--- src/rtl/io_map_pkg.sv ---
`default_nettype none
// +----------------------------------------------------------------------+
// | io_map_pkg                                                           |
// | Register map, control-bit layout and shared constants for the IO    |
// | page responder on the pipeline's data bus.                          |
// | Revision: 1.0                                                        |
// +----------------------------------------------------------------------+
package io_map_pkg;

   // Value of wb_addr[29:14] that selects the IO page
   localparam logic [15:0] IO_PAGE_DEFAULT = 16'hFFFF;

   // Word offsets within the IO page (wb_addr[13:0])
   localparam logic [13:0] OFF_KDATA = 14'h000;
   localparam logic [13:0] OFF_SDATA = 14'h001;
   localparam logic [13:0] OFF_LEDR  = 14'h002;
   localparam logic [13:0] OFF_HEX   = 14'h003;
   localparam logic [13:0] OFF_TCNT  = 14'h008;
   localparam logic [13:0] OFF_TLIM  = 14'h009;
   localparam logic [13:0] OFF_KCTRL = 14'h040;
   localparam logic [13:0] OFF_SCTRL = 14'h041;
   localparam logic [13:0] OFF_TCTL  = 14'h048;

   // Bit positions inside every status/control register
   localparam int CTRL_READY = 0;
   localparam int CTRL_OVR   = 1;
   localparam int CTRL_IE    = 4;

   // Index of each status/control block
   localparam int NUM_CTRL = 3;
   localparam int IDX_KEY  = 0;
   localparam int IDX_SW   = 1;
   localparam int IDX_TMR  = 2;

   // Read value the memory stage substitutes when a load errors
   localparam logic [31:0] BUS_ERR_DATA = 32'h13371337;

   // Control fields as carried by a bus write
   typedef struct packed {
      logic ie;
      logic overrun;
      logic ready;
   } ctrl_t;

   // Place the three control bits at their register positions
   function automatic logic [31:0] ctrl_word(input logic ready,
                                             input logic overrun,
                                             input logic ie);
      logic [31:0] w;
      w             = '0;
      w[CTRL_READY] = ready;
      w[CTRL_OVR]   = overrun;
      w[CTRL_IE]    = ie;
      return w;
   endfunction

endpackage
`default_nettype wire

--- src/rtl/io_status_ctrl.sv ---
`default_nettype none
// +----------------------------------------------------------------------+
// | io_status_ctrl                                                       |
// | Sticky ready/overrun status with interrupt enable for one event     |
// | source. ready/overrun are write-0-to-clear, ie is plain read/write. |
// | Revision: 1.0                                                        |
// +----------------------------------------------------------------------+
module io_status_ctrl
   import io_map_pkg::*;
(
   input  logic  clk,
   input  logic  reset_n,
   input  logic  evt,
   input  logic  clr_by_read,
   input  logic  wr_en,
   input  ctrl_t wr_data,
   output logic  ready,
   output logic  overrun,
   output logic  ie
);

   logic clearing;
   logic ready_nxt;
   logic overrun_nxt;

   // Next status: clears apply first, a same-cycle event then wins for ready
   always_comb begin
      clearing    = clr_by_read | (wr_en & ~wr_data.ready);
      ready_nxt   = ready;
      overrun_nxt = overrun;
      if (clearing) begin
         ready_nxt = 1'b0;
      end
      if (wr_en && !wr_data.overrun) begin
         overrun_nxt = 1'b0;
      end
      if (evt) begin
         ready_nxt = 1'b1;
         // An event that lands on an unconsumed ready is an overrun,
         // unless software is consuming it in this very cycle.
         if (ready && !clearing) begin
            overrun_nxt = 1'b1;
         end
      end
   end

   // Status/enable register
   always_ff @(posedge clk) begin
      if (!reset_n) begin
         ready   <= 1'b0;
         overrun <= 1'b0;
         ie      <= 1'b0;
      end else begin
         ready   <= ready_nxt;
         overrun <= overrun_nxt;
         if (wr_en) begin
            ie <= wr_data.ie;
         end
      end
   end

endmodule
`default_nettype wire

--- src/rtl/wb_io_responder.sv ---
`default_nettype none
// +----------------------------------------------------------------------+
// | wb_io_responder                                                      |
// | Pipelined Wishbone slave for the IO page: keys, switches, LEDs, HEX |
// | and an interval timer, with sticky status and an interrupt output.  |
// | Addresses outside the page are ignored so another slave answers.    |
// | Revision: 1.0                                                        |
// +----------------------------------------------------------------------+
module wb_io_responder
   import io_map_pkg::*;
#(
   parameter logic [15:0] IO_PAGE  = IO_PAGE_DEFAULT,
   parameter int unsigned PRESCALE = 100000
) (
   input  logic        i_clk,
   input  logic        i_reset_n,
   input  logic        wb_cyc,
   input  logic        wb_stb,
   input  logic        wb_we,
   input  logic [29:0] wb_addr,
   input  logic [31:0] wb_mosi,
   input  logic [3:0]  wb_sel,
   output logic        wb_ack,
   output logic        wb_stall,
   output logic        wb_err,
   output logic [31:0] wb_miso,
   input  logic [3:0]  i_key,
   input  logic [9:0]  i_sw,
   output logic [9:0]  o_ledr,
   output logic [23:0] o_hex,
   output logic        o_irq
);

   localparam int unsigned     PS_W       = (PRESCALE > 1) ? $clog2(PRESCALE) : 1;
   localparam logic [PS_W-1:0] PS_LAST    = PS_W'(PRESCALE - 1);
   localparam logic [1:0]      PRIME_DONE = 2'd3;

   // Bus decode
   logic        accept;
   logic [13:0] offset;
   logic        mapped;
   logic        writable;
   logic        req_err;
   logic        wr_ok;
   logic        rd_ok;
   logic [31:0] rd_data;
   ctrl_t       wr_ctrl;

   // Response pipeline
   logic        ack_q;
   logic        err_q;
   logic [31:0] miso_q;

   // Input synchronizers and event detection
   logic [3:0]  key_meta;
   logic [3:0]  key_sync;
   logic [3:0]  key_prev;
   logic [9:0]  sw_meta;
   logic [9:0]  sw_sync;
   logic [9:0]  sw_prev;
   logic [1:0]  prime_cnt;
   logic        primed;

   // Board and timer registers
   logic [9:0]      ledr;
   logic [23:0]     hex;
   logic [31:0]     tcnt;
   logic [31:0]     tlim;
   logic [PS_W-1:0] presc;
   logic            tick;
   logic            tlim_hit;

   // Status/control blocks
   logic [NUM_CTRL-1:0] evt_v;
   logic [NUM_CTRL-1:0] clr_v;
   logic [NUM_CTRL-1:0] wr_v;
   logic [NUM_CTRL-1:0] rdy_v;
   logic [NUM_CTRL-1:0] ovr_v;
   logic [NUM_CTRL-1:0] ie_v;
   logic                irq_q;

   assign accept = wb_cyc & wb_stb & (wb_addr[29:14] == IO_PAGE);
   assign offset = wb_addr[13:0];

   // Address decode and read mux; values are sampled before this edge's updates
   always_comb begin
      mapped   = 1'b1;
      writable = 1'b1;
      rd_data  = '0;
      case (offset)
         OFF_KDATA: begin
            rd_data[3:0] = key_sync;
            writable     = 1'b0;
         end
         OFF_SDATA: begin
            rd_data[9:0] = sw_sync;
            writable     = 1'b0;
         end
         OFF_KCTRL: rd_data = ctrl_word(rdy_v[IDX_KEY], ovr_v[IDX_KEY], ie_v[IDX_KEY]);
         OFF_SCTRL: rd_data = ctrl_word(rdy_v[IDX_SW], ovr_v[IDX_SW], ie_v[IDX_SW]);
         OFF_TCTL:  rd_data = ctrl_word(rdy_v[IDX_TMR], ovr_v[IDX_TMR], ie_v[IDX_TMR]);
         OFF_LEDR:  rd_data[9:0]  = ledr;
         OFF_HEX:   rd_data[23:0] = hex;
         OFF_TCNT:  rd_data = tcnt;
         OFF_TLIM:  rd_data = tlim;
         default:   mapped = 1'b0;
      endcase
   end

   // Only full-word writes to writable, mapped registers take effect
   assign req_err = ~mapped | (wb_we & (~writable | (wb_sel != 4'b1111)));
   assign wr_ok   = accept & wb_we & ~req_err;
   assign rd_ok   = accept & ~wb_we & ~req_err;

   assign wr_ctrl.ready   = wb_mosi[CTRL_READY];
   assign wr_ctrl.overrun = wb_mosi[CTRL_OVR];
   assign wr_ctrl.ie      = wb_mosi[CTRL_IE];

   assign wr_v[IDX_KEY]  = wr_ok & (offset == OFF_KCTRL);
   assign wr_v[IDX_SW]   = wr_ok & (offset == OFF_SCTRL);
   assign wr_v[IDX_TMR]  = wr_ok & (offset == OFF_TCTL);
   assign clr_v[IDX_KEY] = rd_ok & (offset == OFF_KDATA);
   assign clr_v[IDX_SW]  = rd_ok & (offset == OFF_SDATA);
   assign clr_v[IDX_TMR] = 1'b0;

   // Response register: one ack or err the cycle after each accept
   always_ff @(posedge i_clk) begin
      if (!i_reset_n) begin
         ack_q  <= 1'b0;
         err_q  <= 1'b0;
         miso_q <= '0;
      end else begin
         ack_q  <= accept & ~req_err;
         err_q  <= accept & req_err;
         miso_q <= rd_ok ? rd_data : 32'd0;
      end
   end

   // A master that has dropped cyc no longer wants the response
   assign wb_ack   = ack_q & wb_cyc;
   assign wb_err   = err_q & wb_cyc;
   assign wb_miso  = wb_ack ? miso_q : 32'd0;
   assign wb_stall = 1'b0;

   // Two-flop synchronizers, previous-value history and start-up prime counter
   always_ff @(posedge i_clk) begin
      if (!i_reset_n) begin
         key_meta  <= '0;
         key_sync  <= '0;
         key_prev  <= '0;
         sw_meta   <= '0;
         sw_sync   <= '0;
         sw_prev   <= '0;
         prime_cnt <= '0;
      end else begin
         key_meta <= i_key;
         key_sync <= key_meta;
         key_prev <= key_sync;
         sw_meta  <= i_sw;
         sw_sync  <= sw_meta;
         sw_prev  <= sw_sync;
         if (prime_cnt != PRIME_DONE) begin
            prime_cnt <= prime_cnt + 2'd1;
         end
      end
   end

   // The synced value jumps from 0 to the pin state right after reset;
   // hold off detection until the history register has caught up.
   assign primed              = (prime_cnt == PRIME_DONE);
   assign evt_v[IDX_KEY]      = primed & (key_sync != key_prev);
   assign evt_v[IDX_SW]       = primed & (sw_sync != sw_prev);

   assign tick                = (presc == PS_LAST);
   assign tlim_hit            = (tlim != 32'd0) && (tcnt == (tlim - 32'd1));
   assign evt_v[IDX_TMR]      = tick & tlim_hit;

   // Prescaler, timer count and limit
   always_ff @(posedge i_clk) begin
      if (!i_reset_n) begin
         presc <= '0;
         tcnt  <= '0;
         tlim  <= '0;
      end else begin
         // A new limit restarts the tick period from zero
         if (tick || (wr_ok && (offset == OFF_TLIM))) begin
            presc <= '0;
         end else begin
            presc <= presc + 1'b1;
         end
         if (wr_ok && (offset == OFF_TCNT)) begin
            tcnt <= wb_mosi;
         end else if (tick) begin
            tcnt <= tlim_hit ? 32'd0 : tcnt + 32'd1;
         end
         if (wr_ok && (offset == OFF_TLIM)) begin
            tlim <= wb_mosi;
         end
      end
   end

   // LED and HEX output registers
   always_ff @(posedge i_clk) begin
      if (!i_reset_n) begin
         ledr <= '0;
         hex  <= '0;
      end else begin
         if (wr_ok && (offset == OFF_LEDR)) begin
            ledr <= wb_mosi[9:0];
         end
         if (wr_ok && (offset == OFF_HEX)) begin
            hex <= wb_mosi[23:0];
         end
      end
   end

   assign o_ledr = ledr;
   assign o_hex  = hex;

   // Status/control block per event source: key, switch, timer
   generate
      for (genvar i = 0; i < NUM_CTRL; i++) begin : g_ctrl
         io_status_ctrl u_ctrl (
            .clk         (i_clk),
            .reset_n     (i_reset_n),
            .evt         (evt_v[i]),
            .clr_by_read (clr_v[i]),
            .wr_en       (wr_v[i]),
            .wr_data     (wr_ctrl),
            .ready       (rdy_v[i]),
            .overrun     (ovr_v[i]),
            .ie          (ie_v[i])
         );
      end
   endgenerate

   // Registered interrupt: any enabled source with ready set
   always_ff @(posedge i_clk) begin
      if (!i_reset_n) begin
         irq_q <= 1'b0;
      end else begin
         irq_q <= |(rdy_v & ie_v);
      end
   end

   assign o_irq = irq_q;

endmodule
`default_nettype wire

--- config.mk ---
export PLATFORM = sky130hd
export DESIGN_NAME = wb_io_responder
export DESIGN_NICKNAME = d
export VERILOG_FILES = /design/src/rtl/io_map_pkg.sv /design/src/rtl/io_status_ctrl.sv /design/src/rtl/wb_io_responder.sv
export SDC_FILE = /design/constraint.sdc
export NUM_CORES = 1
export LEC_CHECK = 0
export ABC_AREA = 1
export ABC_CLOCK_PERIOD_IN_PS = 2900
export CAP_MARGIN = 20
export CORE_UTILIZATION = 35
export CTS_CLUSTER_DIAMETER = 100
export DETAILED_ROUTE_END_ITERATION = 8
export PLACE_DENSITY = 0.64
export SLEW_MARGIN = 20
export SYNTH_ARGS = -nofsm -noshare
export SYNTH_HDL_FRONTEND = slang
export SYNTH_SLANG_ARGS = --single-unit
export TNS_END_PERCENT = 1
--- constraint.sdc ---
create_clock -name i_clk -period 2.9 [get_ports i_clk]
set_input_delay 0.29 -clock i_clk [delete_from_list [all_inputs] [get_ports i_clk]]
set_output_delay 0.29 -clock i_clk [all_outputs]
set_load 0.05 [all_outputs]
After elaboration in Yosys (flattened, before gate mapping)

Index checks and enable logic that the tools add are counted.

Bitwise operators: 32
Multiplexer cells: 24
Reductions and logical operators: 27
$add $sub $neg: 4
Eq/ne operators: 16

Operators with widths:

| operator                | number |
|---|---|
| $mux W32                | 4 |
| $pmux W6 S8             | 1 |
| $eq A14 B7 Y1 const B   | 3 |
| $pmux W14 S3            | 1 |
| $pmux W4 S9             | 1 |
| $add A32 B1 Y32 const B | 1 |
| $eq A32 B32 Y1          | 1 |
| $reduce_bool A32 Y1     | 1 |
| $sub A32 B1 Y32 const B | 1 |
| $eq A14 B2 Y1 const B   | 2 |
| $eq A14 B4 Y1 const B   | 2 |
| $and A1 B1 Y1           | 22 |
| $add A17 B1 Y17 const B | 1 |
| $eq A17 B17 Y1 const B  | 1 |
| $eq A16 B16 Y1 const B  | 1 |
| $mux W1                 | 16 |
| $pmux W8 S2             | 1 |
| $eq A14 B1 Y1 const B   | 1 |
| $logic_not A14 Y1       | 1 |
| $logic_and A1 B1 Y1     | 11 |
| $ne A10 B10 Y1          | 1 |
| $reduce_or A9 Y1        | 1 |
| $reduce_bool A2 Y1      | 4 |
| $not A1 Y1              | 5 |
| 12 further kinds        | 19 |

Flip-flop bits (word level): 203
Output and inout bits: 70
Input port bits: 85
Logic and storage cells: 128

Logic depth before layout (Yosys ltp)

Gate-level depths: netlist of the first run.

Word-level depth: 14
Mapped depth: 18
Gate-level depth less buffers: 17

Modules after synthesis

From an unflattened synthesis of the first run, not the netlist that was laid out.

Cells, all modules: 1702
Area total of the unflattened synthesis: 11282.1 um2

By module, submodules not included:

| module          | sequential area each (um2) | cells each | instances | area each (um2) |
|---|---|---|---|---|
| wb_io_responder | 3883.7                     | 1651       | 1         | 10865.4 |
| io_status_ctrl  | 60.1                       | 17         | 3         | 138.9 |

Worst setup path before layout of the first run

Ideal clock, no wire load.

Path kind: flip-flop to flip-flop
Start point: register tlim[0]
End point: register tcnt[20]
Setup slack: 0.734 ns
Arrival time: 2.026 ns
Path buffers: 2
Required time: 2.760 ns
Setup time: 0.140 ns
Cell stages (with the launch flop): 18
Period minus slack after synthesis: 2.166 ns
Path through: dfxtp_1 > inv_1 > ha_1 > nand2_2 > nor2_1 > buf_2 > nand2_1 > nand2_1 > nand2_1 > nor2_1 > nand2_1 > nor2_1 > nand3_1 > nor2_2 > nand2_2 > buf_2 > nand3_1 > a21oi_1

Cells in the longest elaborated chain, start to end: 6
Elaborated cells on any way between the ends: 7
Classes of those cells: add/sub (1); eq/ne (1); mux (3); reduce/logical (2)

RTL lines:

| element                  | line                   | source |
|---|---|---|
| start: declaration       | wb_io_responder.sv:68  | `logic [31:0] tlim;` |
| start signal: assignment | wb_io_responder.sv:197 | `tlim <= wb_mosi;` |
| $sub A32 B1 Y32          | wb_io_responder.sv:175 | `assign tlim_hit = (tlim != 32'd0) && (tcnt == (tlim - 32'd1));` |
| $eq A32 B32 Y1           | wb_io_responder.sv:175 |  |
| $logic_and A1 B1 Y1 (*)  | wb_io_responder.sv:175 |  |
| $mux W32 (*)             | wb_io_responder.sv:194 | `tcnt <= tlim_hit ? 32'd0 : tcnt + 32'd1;` |
| $mux W32 (*)             | wb_io_responder.sv:193 | `end else if (tick) begin` |
| $mux W32 (*)             | wb_io_responder.sv:191 | `if (wr_ok && (offset == OFF_TCNT)) begin` |
| end signal: assignment   | wb_io_responder.sv:192 | `tcnt <= wb_mosi;` |
| end signal: assignment   | wb_io_responder.sv:194 |  |
| end: declaration         | wb_io_responder.sv:67  | `logic [31:0] tcnt;` |

Mark *: on every way between the ends. The rest lies on a longest branch, timed or not. The select of a mux whose other input is x is not followed.
A chain may end at the register's enable or synchronous reset.

Final worst setup path of the first run

Start point: register tlim[1]
End point: register tcnt[14]

The elaborated chain is that of the path after synthesis.

==> flow_metrics.env, run 1 <==
export IMPL_status="finished, final reports clean"
export IMPL_fin_total_pwr_mw=6.17
export IMPL_seqPwrFrac=0.461
export IMPL_static_leakage_power_nw=5.88
export IMPL_drc=0
export IMPL_peakVddDrop_v=0.000438
export IMPL_hold_buffers=0
export IMPL_netlist_area_leader_share=0.372
export IMPL_cts_repair_resized=0
export IMPL_rsz0062_at_grt="false"
export IMPL_cellPowerDensity_mw_per_mm2=435
export IMPL_met2_usage=0.390
export IMPL_viasPerCell=5.04
export IMPL_grt_usage=0.230
export IMPL_period_needed_ns=2.67
export IMPL_fmax_mhz=375
export IMPL_worstPathRequired_ns=3.28
export IMPL_path_max_fanout=20
export IMPL_syn_area_per_cell_um2=6.67
export IMPL_path_clk_slew_ns=0.06
export IMPL_cp_start_kind="register"
export IMPL_routabilityCongestion=1.01
export IMPL_wirelength_um=36500
export IMPL_rows=64
export IMPL_hold_viol=0
export IMPL_grt_pass1_wl_um=57600
export IMPL_port_buffers=153
export IMPL_cp_end_kind="register"
export IMPL_ys_seq_area_frac=0.372
export IMPL_grt_overflow=0
export IMPL_cts_buffer_depth=3
export IMPL_use_met3=0.0267
export IMPL_wl_per_cell_um=16.6
export IMPL_core_area_mm2=0.0307
export IMPL_crit_type="reg -> reg"
export IMPL_fin_nets=1878
export IMPL_dieArea_mm2=0.0320
export IMPL_seqCellArea_mm2=0.00406
export IMPL_fin_setup_tns_ns=0
export IMPL_slew_headroom=0.520
export IMPL_post_cts_buffers=0
export IMPL_internal_power_mw=4.80
export IMPL_critPathBufInv=4
export IMPL_cts_made_buffers=24
export IMPL_setup_viol=0
export IMPL_num_antenna_cells=0
export IMPL_hp_class="in -> reg"
export IMPL_path_cells="inv_1, ha_1, nand2_2, nor2_2, nand2_1, nor2_1, buf_4, nand3b_1, nand2_1, nand4_1, nor2_1, buf_4, nand2_2, buf_12, nand3_1, a21oi_1"
export IMPL_grt_use_met1=0.306
export IMPL_multi_input_area_mm2=0.00562
export IMPL_drtPass1Iterations=5
export IMPL_areaGrowthSynthToFinish_pct=29.7
export IMPL_ys_types=44
export IMPL_p_comb_frac=0.046
export IMPL_vias=11100
export IMPL_busiest_layer="met2"
export IMPL_tightest_slew_ns=0.718
export IMPL_cp_data_arrival_time_ns=3.05
export IMPL_root_buffer="clkbuf_16"
export IMPL_swShare=0.222
export IMPL_worstSkewPairLatency_ns=0.51
export IMPL_cts_tree="built"
export IMPL_antenna_found_initial=0
export IMPL_start_util=0.357
export IMPL_slowest_stage="dfxtp_1"
export IMPL_die_h_um=179
export IMPL_syn_area_mm2=0.0109
export IMPL_cap_violations=0
export IMPL_drive_above_1_share=0.0969
export IMPL_slowest_delay_ns=0.35
export IMPL_power_frac_clock=0.494
export IMPL_fin_cells=2202
export IMPL_die_x_um=179
export IMPL_final_core_util=0.462
export IMPL_yosys_register_bits=203
export IMPL_ioPinCount=155
export IMPL_synth_edff_count=0
export IMPL_syn_nets=1729
export IMPL_placed_cells=2158
export IMPL_synth_main_ff_cell="dfxtp_1"
export IMPL_post_dp_hpwl_um=28000
export IMPL_drt_first_iter_violations=950
export IMPL_ys_top_cells_by_area="dfxtp_1, nand2_1, nor2_1, inv_1, a21oi_1"
export IMPL_critPathTopFamily="simple AND/OR/NAND/NOR gates"
export IMPL_fin_skew_ns=0.0129
export IMPL_num_fill_cells=3118
export IMPL_fin_crit_sh=0.921
export IMPL_p_sw_mw=1.37
export IMPL_grt_start_max_net_pins=65
export IMPL_synthCells=1639
export IMPL_grt_pass1_vias=10500
export IMPL_h_tree_depth=1
export IMPL_clock_sinks=203
export IMPL_synthArstFlopShare=0
export IMPL_yosys_area_top_type="dfxtp_1"
export IMPL_yosys_warnings=0
export IMPL_drtAntennaViolNets=0
export IMPL_maxSlewViolCount=0
-- stage by stage --
step | hold slack, ns | setup slack [ns] | cell area [um^2]
after floorplan | 0.388 | 0.734 | 10900
after global placement | 0.395 | 0.0702 | 13400
after detailed placement | 0.396 | 0.0157 | 13400
after CTS | 0.208 | 0.205 | 14200
after global routing | 0.238 | 0.00385 | 14200
final | 0.221 | 0.230 | 14200
-- kinds of logic after synthesis --
| kind of cell | count (synthesis) | share of synthesized area |
|---|---|---|
| simple gates | 755 | 0.305 |
| buf+inv | 315 | 0.116 |
| compound gates | 293 | 0.148 |
| flops | 203 | 0.372 |
| xor+xnor | 67 | 0.0537 |
| fa+ha+maj | 5 | 0.00572 |
| other cells | 1 | 0.000343 |
-- cells in the final DEF, fill, tap and decap left out, types with 2 or more instances in the layout --
cell / n
xnor2_1: 18
nand3_2: 10
nor2_4: 4
xor2_1: 49
a32o_1: 2
nand3_1: 77
nor3_1: 57
clkbuf_16: 25
buf_4: 50
inv_1: 230
a41oi_1: 4
o21ai_0: 91
nor3b_1: 5
dfxtp_1: 203
nor4_1: 13
nand3b_1: 6
clkbuf_1: 4
nor2_1: 240
a221oi_1: 17
buf_12: 38
clkdlybuf4s50_1: 119
nand4_1: 31
a21oi_2: 6
nand2_2: 2
ha_1: 5
bufinv_16: 2
nand2_1: 288
nor2_2: 13
a31oi_1: 8
a21oi_1: 158
clkinv_2: 7
clkbuf_8: 3
nor3_2: 4
-- Yosys cell counts (5+ instances only) --
cell type and instances:
a21oi_2 6, nor2_2 8, ha_1 5, dfxtp_1 203, buf_6 6, nand3b_1 6
nand4_1 31, clkbuf_1 51, xnor2_1 18, a31oi_1 8, a221oi_1 17, nand3_2 10
nor3_1 58, xor2_1 49, nor2_1 245, o21ai_0 91, nor3b_1 5, inv_1 230
nand2_1 288, buf_2 21, a21oi_1 158, nand3_1 77, nor4_1 13
-- metal layers --
metal,vias up,wire length [um],part of all wire
li1,5563,-,-
met1,5120,16300,0.45
met2,350,17000,0.47
met3,66,2060,0.056
met4,0,1040,0.028
met5,-,0,0
-- worst register-to-register path: stages (launching register included) --
cell,delay [ns]
dfxtp_1,0.35
inv_1,0.09
ha_1,0.22
nand2_2,0.12
nor2_2,0.17
nand2_1,0.10
nor2_1,0.24
buf_4,0.18
nand3b_1,0.06
nand2_1,0.09
nand4_1,0.10
nor2_1,0.16
buf_4,0.17
nand2_2,0.08
buf_12,0.18
nand3_1,0.13
a21oi_1,0.09
-- final timing paths --
| path | endpoint | slack (ns) | start | cells past startpoint |
|---|---|---|---|---|
| worst max-delay path | tcnt[14]$_SDFFE_PN0P_ | 0.23 | tlim[1]$_SDFFE_PN0P_ | 16 |
| worst min-delay path | key_sync[0]$_SDFF_PN0_ | 0.22 | i_reset_n | 3 |
| worst max register to register | tcnt[14]$_SDFFE_PN0P_ | 0.23 | tlim[1]$_SDFFE_PN0P_ | 16 |
| worst min register to register | sw_sync[9]$_SDFF_PN0_ | 0.41 | sw_meta[9]$_SDFF_PN0_ | 2 |
-- area by class of cell --
class / instances / area share
multi-input combinational: 1121 / 0.396
clock buffer: 32 / 0.0481
timing repair buffer: 207 / 0.164
inverter: 231 / 0.0611
tap: 396 / 0.0349
sequential: 203 / 0.287
clock inverter: 12 / 0.00865
-- flip-flops by register name, summed over array words and instances, names as in the netlist, 10 cells and up --
| register | flops |
|---|---|
| sw_meta | 10 |
| tlim | 32 |
| o_ledr | 10 |
| o_hex | 24 |
| sw_prev | 10 |
| miso_q | 32 |
| sw_sync | 10 |
| presc | 17 |
| tcnt | 32 |
-- power groups by stage --
stage          Clock [mW]  Combinational [mW]  Sequential, mW
6_report             3.05               0.281            2.84
5_1_grt              3.20               0.311            2.85
4_1_cts              3.09               0.282            2.84
3_5_place_dp            0               0.281            2.91
3_3_place_gp            0               0.278            2.90
2_1_floorplan           0               0.121            2.90
Note: power is estimated with default switching activity, not from simulation.
==> run 2: changes to the inputs <==
--- a/config.mk
+++ b/config.mk
@@ -8,10 +8,12 @@
 export ABC_AREA = 1
 export ABC_CLOCK_PERIOD_IN_PS = 2900
 export CAP_MARGIN = 20
+export CELL_PAD_IN_SITES_DETAIL_PLACEMENT = 0
+export CELL_PAD_IN_SITES_GLOBAL_PLACEMENT = 1
 export CORE_UTILIZATION = 35
 export CTS_CLUSTER_DIAMETER = 100
 export DETAILED_ROUTE_END_ITERATION = 8
-export PLACE_DENSITY = 0.64
+export PLACE_DENSITY = 0.82
 export SLEW_MARGIN = 20
 export SYNTH_ARGS = -nofsm -noshare
 export SYNTH_HDL_FRONTEND = slang
==> run 2 against run 1 <==
Die area did not move; cell count did not move; first-iteration DRC count fell by 3.7%; clock skew rose by 0.0027 ns; sequential share of layout area barely moved; sequential power barely moved; power fell by 2.6%; worst setup slack improved by 0.0084 ns; critical path depth fell by 2; clock power fell by 6%; largest cell class unchanged.
==> flow_metrics.env, run 2 (synthesis gave the netlist of run 1 again) <==
export IMPL_status="finished, final reports clean"
export IMPL_grt_pass1_wl_um=56900
export IMPL_peakVddDrop_v=0.000306
export IMPL_grt_pass1_vias=10400
export IMPL_clock_sinks=203
export IMPL_cellPowerDensity_mw_per_mm2=424
export IMPL_wl_met2_um=16200
export IMPL_post_dp_hpwl_um=28500
export IMPL_die_h_um=179
export IMPL_fin_skew_ns=0.0157
export IMPL_final_common_cell="nand2_1"
export IMPL_maxSlewViolCount=0
export IMPL_dieArea_mm2=0.0320
export IMPL_areaGrowthSynthToFinish_pct=29.6
export IMPL_final_area_mm2=0.0142
export IMPL_path_clk_slew_ns=0.06
export IMPL_largestRegisters="miso_q (32), tcnt (32), tlim (32)"
export IMPL_path_max_fanout=18
export IMPL_drtAntennaViolNets=0
export IMPL_routabilityCongestion=0.952
export IMPL_critPathTopFamily="simple AND/OR/NAND/NOR gates"
export IMPL_grt_usage=0.230
export IMPL_die_x_um=179
export IMPL_drc=0
export IMPL_h_tree_depth=1
export IMPL_hp_class="in -> reg"
export IMPL_crit_path_start="tlim[1]$_SDFFE_PN0P_"
export IMPL_post_cts_buffers=0
export IMPL_cp_end_kind="register"
export IMPL_slowest_stage="dfxtp_1"
export IMPL_rows=64
export IMPL_path_cells="inv_1, ha_1, nand2_2, nor2_2, nand2_1, nor2_1, nand4_1, a21oi_1, nand3_1, nor2_2, nand2_2, buf_4, nand3_1, a21oi_1"
export IMPL_period_needed_ns=2.66
export IMPL_grt_overflow=0
export IMPL_core_area_mm2=0.0307
export IMPL_grt_start_max_net_pins=51
export IMPL_cp_start_kind="register"
export IMPL_cts_made_buffers=23
export IMPL_worstPathRequired_ns=3.29
export IMPL_drive_above_1_share=0.0952
export IMPL_slowest_delay_ns=0.34
export IMPL_critPathBufInv=2
export IMPL_root_buffer="clkbuf_16"
export IMPL_hold_start="i_reset_n"
export IMPL_crit_type="reg -> reg"
export IMPL_antenna_found_initial=0
export IMPL_fin_total_pwr_mw=6.01
export IMPL_r2r_start="tlim[1]$_SDFFE_PN0P_"
export IMPL_drt_first_iter_violations=915
export IMPL_r2r_setup_slack_ns=0.24
export IMPL_cp_data_arrival_time_ns=3.05
export IMPL_num_antenna_cells=0
export IMPL_met3_length_um=2490
export IMPL_start_util=0.357
export IMPL_vias=11100
export IMPL_tightest_slew_ns=0.945
export IMPL_fin_nets=1880
export IMPL_drtPass1Iterations=5
export IMPL_fin_setup_tns_ns=0
export IMPL_hold_viol=0
export IMPL_wirelength_um=36900
export IMPL_ioPinCount=155
export IMPL_cap_violations=0
export IMPL_fin_crit_sh=0.918
export IMPL_fmax_mhz=376
export IMPL_mostFrequentLayoutCells="nand2_1, nor2_1, inv_1"
export IMPL_hold_buffers=0
export IMPL_worstSkewPairLatency_ns=0.53
export IMPL_rsz0062_at_grt="false"
export IMPL_setup_viol=0
export IMPL_port_buffers=153
export IMPL_post_dp_cell_area_mm2=0.0134
export IMPL_slew_headroom=0.370
export IMPL_met1_length_um=17600
export IMPL_worst_hold_slack_ns=0.166
export IMPL_cts_tree="built"
export IMPL_static_leakage_power_nw=5.85
export IMPL_wl_per_cell_um=16.8
export IMPL_viasPerCell=5.03
export IMPL_highest_layer="met4"
export IMPL_cts_buffer_depth=3
## run 2: metrics by stage
step                       util  cells  worst slack, ns
final                     0.462   2202            0.239
after global routing      0.462   2202           0.0581
after floorplan               -   1639            0.734
after CTS                 0.462   2202            0.264
after global placement    0.437   2161           0.0206
after detailed placement  0.437   2161          -0.0918
## run 2: layout make-up
cell class	count	area (um^2)
fillers	3157	16500
multi-input cells	1121	5610
flip-flops and latches	203	4060
repair buffers	210	2370
inverters	231	867
clock buffers	31	646
well taps	396	495
clock inverters	10	110
## run 2: what timing repair did
action,in CTS,in global routing
setup endpoints to repair,0,2
endpoints found under the hold margin,0,0
gates resized for setup,0,1
## run 2: layer usage
layer / up-vias / GRT usage
li1: 5564 / -
met1: 5129 / 0.327
met2: 340 / 0.370
met3: 40 / 0.0297
met4: 0 / 0.0473
met5: - / 0
## run 2: worst paths after layout
path,cells past startpoint,to
worst min register to register,2,key_sync[0]$_SDFF_PN0_
worst max register to register,14,tcnt[11]$_SDFFE_PN0P_
worst min-delay path,3,sw_meta[2]$_SDFF_PN0_
worst max-delay path,14,tcnt[11]$_SDFFE_PN0P_
## run 2: report_power, final
part	switching, mW	internal, mW
Sequential	0.0207	2.82
Clock	1.20	1.67
Combinational	0.147	0.144
## run 2: worst register-to-register path: cells and delay by family (launching register included)
kind,cells,cell delay (ns)
AO/OA/AOI/OAI,2,0.31
adder cells (fa/ha/maj),1,0.24
buffers and inverters,2,0.30
flip-flops,1,0.34
AND/OR/NAND/NOR,9,1.32
==> run 3: changes to the inputs <==
--- a/config.mk
+++ b/config.mk
@@ -10,10 +10,10 @@
 export CAP_MARGIN = 20
 export CELL_PAD_IN_SITES_DETAIL_PLACEMENT = 0
 export CELL_PAD_IN_SITES_GLOBAL_PLACEMENT = 1
-export CORE_UTILIZATION = 35
+export CORE_UTILIZATION = 39
 export CTS_CLUSTER_DIAMETER = 100
 export DETAILED_ROUTE_END_ITERATION = 8
-export PLACE_DENSITY = 0.82
+export PLACE_DENSITY = 0.89
 export SLEW_MARGIN = 20
 export SYNTH_ARGS = -nofsm -noshare
 export SYNTH_HDL_FRONTEND = slang
==> run 3 against run 2 <==
Non-clock buffer count shrank 13; flip-flop and latch count is the same; design area shrank 0.79%; die area shrank 10%; utilization grew 5.4 points; first-iteration DRC count grew 18%; combinational power is essentially flat; worst setup slack gained 0.071 ns; cell count shrank 1.6%; largest power group unchanged; power grew 4.1%; wire length shrank 3.1%; critical path depth shrank 1.
==> flow_metrics.env, run 3 (synthesis gave the netlist of run 1 again) <==
export IMPL_pre_cts_slack_ns=0.115
export IMPL_cap_violations=0
export IMPL_num_antenna_cells=0
export IMPL_drtPass1Iterations=7
export IMPL_hold_start="i_reset_n"
export IMPL_period_needed_ns=2.59
export IMPL_hold_buffers=0
export IMPL_peakVddDrop_v=0.000412
export IMPL_vias=11100
export IMPL_fin_total_pwr_mw=6.26
export IMPL_grt_overflow=0
export IMPL_path_clk_slew_ns=0.06
export IMPL_p_comb_frac=0.047
export IMPL_cellPowerDensity_mw_per_mm2=445
export IMPL_cp_data_arrival_time_ns=2.98
export IMPL_fin_ws_ns=0.309
export IMPL_largestRegisters="miso_q (32), tcnt (32), tlim (32)"
export IMPL_maxSlewViolCount=0
export IMPL_static_leakage_power_nw=5.81
export IMPL_root_buffer="clkbuf_16"
export IMPL_drtAntennaViolNets=0
export IMPL_die_h_um=169
export IMPL_hold_viol=0
export IMPL_drc=0
export IMPL_fin_crit_sh=0.893
export IMPL_num_fill_cells=2672
export IMPL_drive_above_1_share=0.0891
export IMPL_worstSkewPairLatency_ns=0.54
export IMPL_start_util=0.401
export IMPL_dieArea_mm2=0.0287
export IMPL_rows=60
export IMPL_drt_first_iter_violations=1083
export IMPL_p_sw_mw=1.45
export IMPL_final_area_mm2=0.0141
export IMPL_r2r_end="tcnt[21]$_SDFFE_PN0P_"
export IMPL_cp_start_kind="register"
export IMPL_rsz0062_at_grt="false"
export IMPL_crit_type="reg -> reg"
export IMPL_status="finished, final reports clean"
export IMPL_areaGrowthSynthToFinish_pct=28.5
export IMPL_ioPinCount=155
export IMPL_grt_start_max_net_pins=65
export IMPL_slew_headroom=0.609
export IMPL_post_dp_cell_area_mm2=0.0132
export IMPL_clock_sinks=203
export IMPL_grt_pass1_wl_um=55200
export IMPL_internal_power_mw=4.81
export IMPL_cts_tree="built"
export IMPL_post_dp_hpwl_um=27200
export IMPL_final_core_util=0.516
export IMPL_min_to="sw_sync[6]$_SDFF_PN0_"
export IMPL_core_area_mm2=0.0273
export IMPL_wl_per_cell_um=16.5
export IMPL_r2r_cells=13
export IMPL_final_common_cell="nand2_1"
export IMPL_setup_viol=0
export IMPL_hp_class="in -> reg"
export IMPL_routabilityCongestion=0.934
export IMPL_grt_usage=0.247
export IMPL_cts_buffer_depth=3
export IMPL_post_cts_buffers=0
export IMPL_power_frac_clock=0.498
export IMPL_cp_end_kind="register"
export IMPL_path_max_fanout=33
export IMPL_swShare=0.232
export IMPL_antenna_found_initial=0
export IMPL_fin_nets=1868
export IMPL_h_tree_depth=1
export IMPL_r2r_setup_slack_ns=0.31
export IMPL_fin_setup_tns_ns=0
export IMPL_port_buffers=153
export IMPL_mostFrequentLayoutCells="nand2_1, nor2_1, inv_1"
export IMPL_fin_skew_ns=0.0197
export IMPL_grt_pass1_vias=10100
export IMPL_cts_made_buffers=24
export IMPL_viasPerCell=5.10
export IMPL_fmax_mhz=386
export IMPL_r2r_start="tlim[3]$_SDFFE_PN0P_"
export IMPL_worstPathRequired_ns=3.29
export IMPL_tightest_slew_ns=0.581
export IMPL_cts_repair_resized=0
export IMPL_seqPwrFrac=0.455
export IMPL_hold_path_depth=3
export IMPL_wirelength_um=35800
export IMPL_die_x_um=169
run 3: per-layer routing:
metal / GRT usage / wire length, um
met2: 0.376 / 15400
met1: 0.355 / 16300
met4: 0.0721 / 858
met5: 0 / 0
met3: 0.0408 / 3210
run 3: final cells by class:
cell class / instances / area (um^2) / share of cell area
Multi-Input combinational cell: 1121 / 5610 / 0.399
Sequential cell: 203 / 4060 / 0.289
Timing Repair Buffer: 197 / 2230 / 0.158
Inverter: 231 / 867 / 0.0617
Clock buffer: 29 / 629 / 0.0448
Tap cell: 372 / 465 / 0.0331
Clock inverter: 14 / 195 / 0.0139
run 3: how the worst max path moves through the flow:
stage	startpoint	end	slack, ns	cells past startpoint
2_1_floorplan	tlim[0]$_SDFFE_PN0P_	tcnt[20]$_SDFFE_PN0P_	0.73	17
3_3_place_gp	wb_addr[2]	presc[4]$_SDFF_PP0_	0.12	13
3_5_place_dp	wb_addr[5]	tcnt[0]$_SDFFE_PN0P_	0.11	15
4_1_cts	tlim[3]$_SDFFE_PN0P_	tcnt[17]$_SDFFE_PN0P_	0.34	13
5_1_grt	tlim[9]$_SDFFE_PN0P_	tcnt[0]$_SDFFE_PN0P_	0.07	15
6_report	tlim[3]$_SDFFE_PN0P_	tcnt[21]$_SDFFE_PN0P_	0.31	13
run 3: power groups by stage:
stage,logic (mW),registers [mW],clock network (mW)
final,0.294,2.85,3.12
after global routing,0.320,2.85,3.30
after CTS,0.293,2.84,3.17
after detailed placement,0.292,2.91,0
after global placement,0.288,2.90,0
after floorplan,0.121,2.90,0
run 3: metrics by stage:
stage          cells  hold WS, ns
6_report        2167        0.104
3_5_place_dp    2124        0.395
4_1_cts         2167       0.0880
5_1_grt         2167        0.126
3_3_place_gp    2124        0.393
2_1_floorplan   1639        0.388
run 3: critical path: stages (launching register included):
cell and delay (ns):
dfxtp_1 0.40, nor2_1 0.22, nand2_1 0.11, nor2_2 0.27
nand2_1 0.15, o21ai_0 0.19, nand3_1 0.14, a21oi_1 0.19
nand3_1 0.13, nor2_2 0.18, nand2_2 0.10, buf_12 0.19
nand3_1 0.09, a21oi_1 0.06
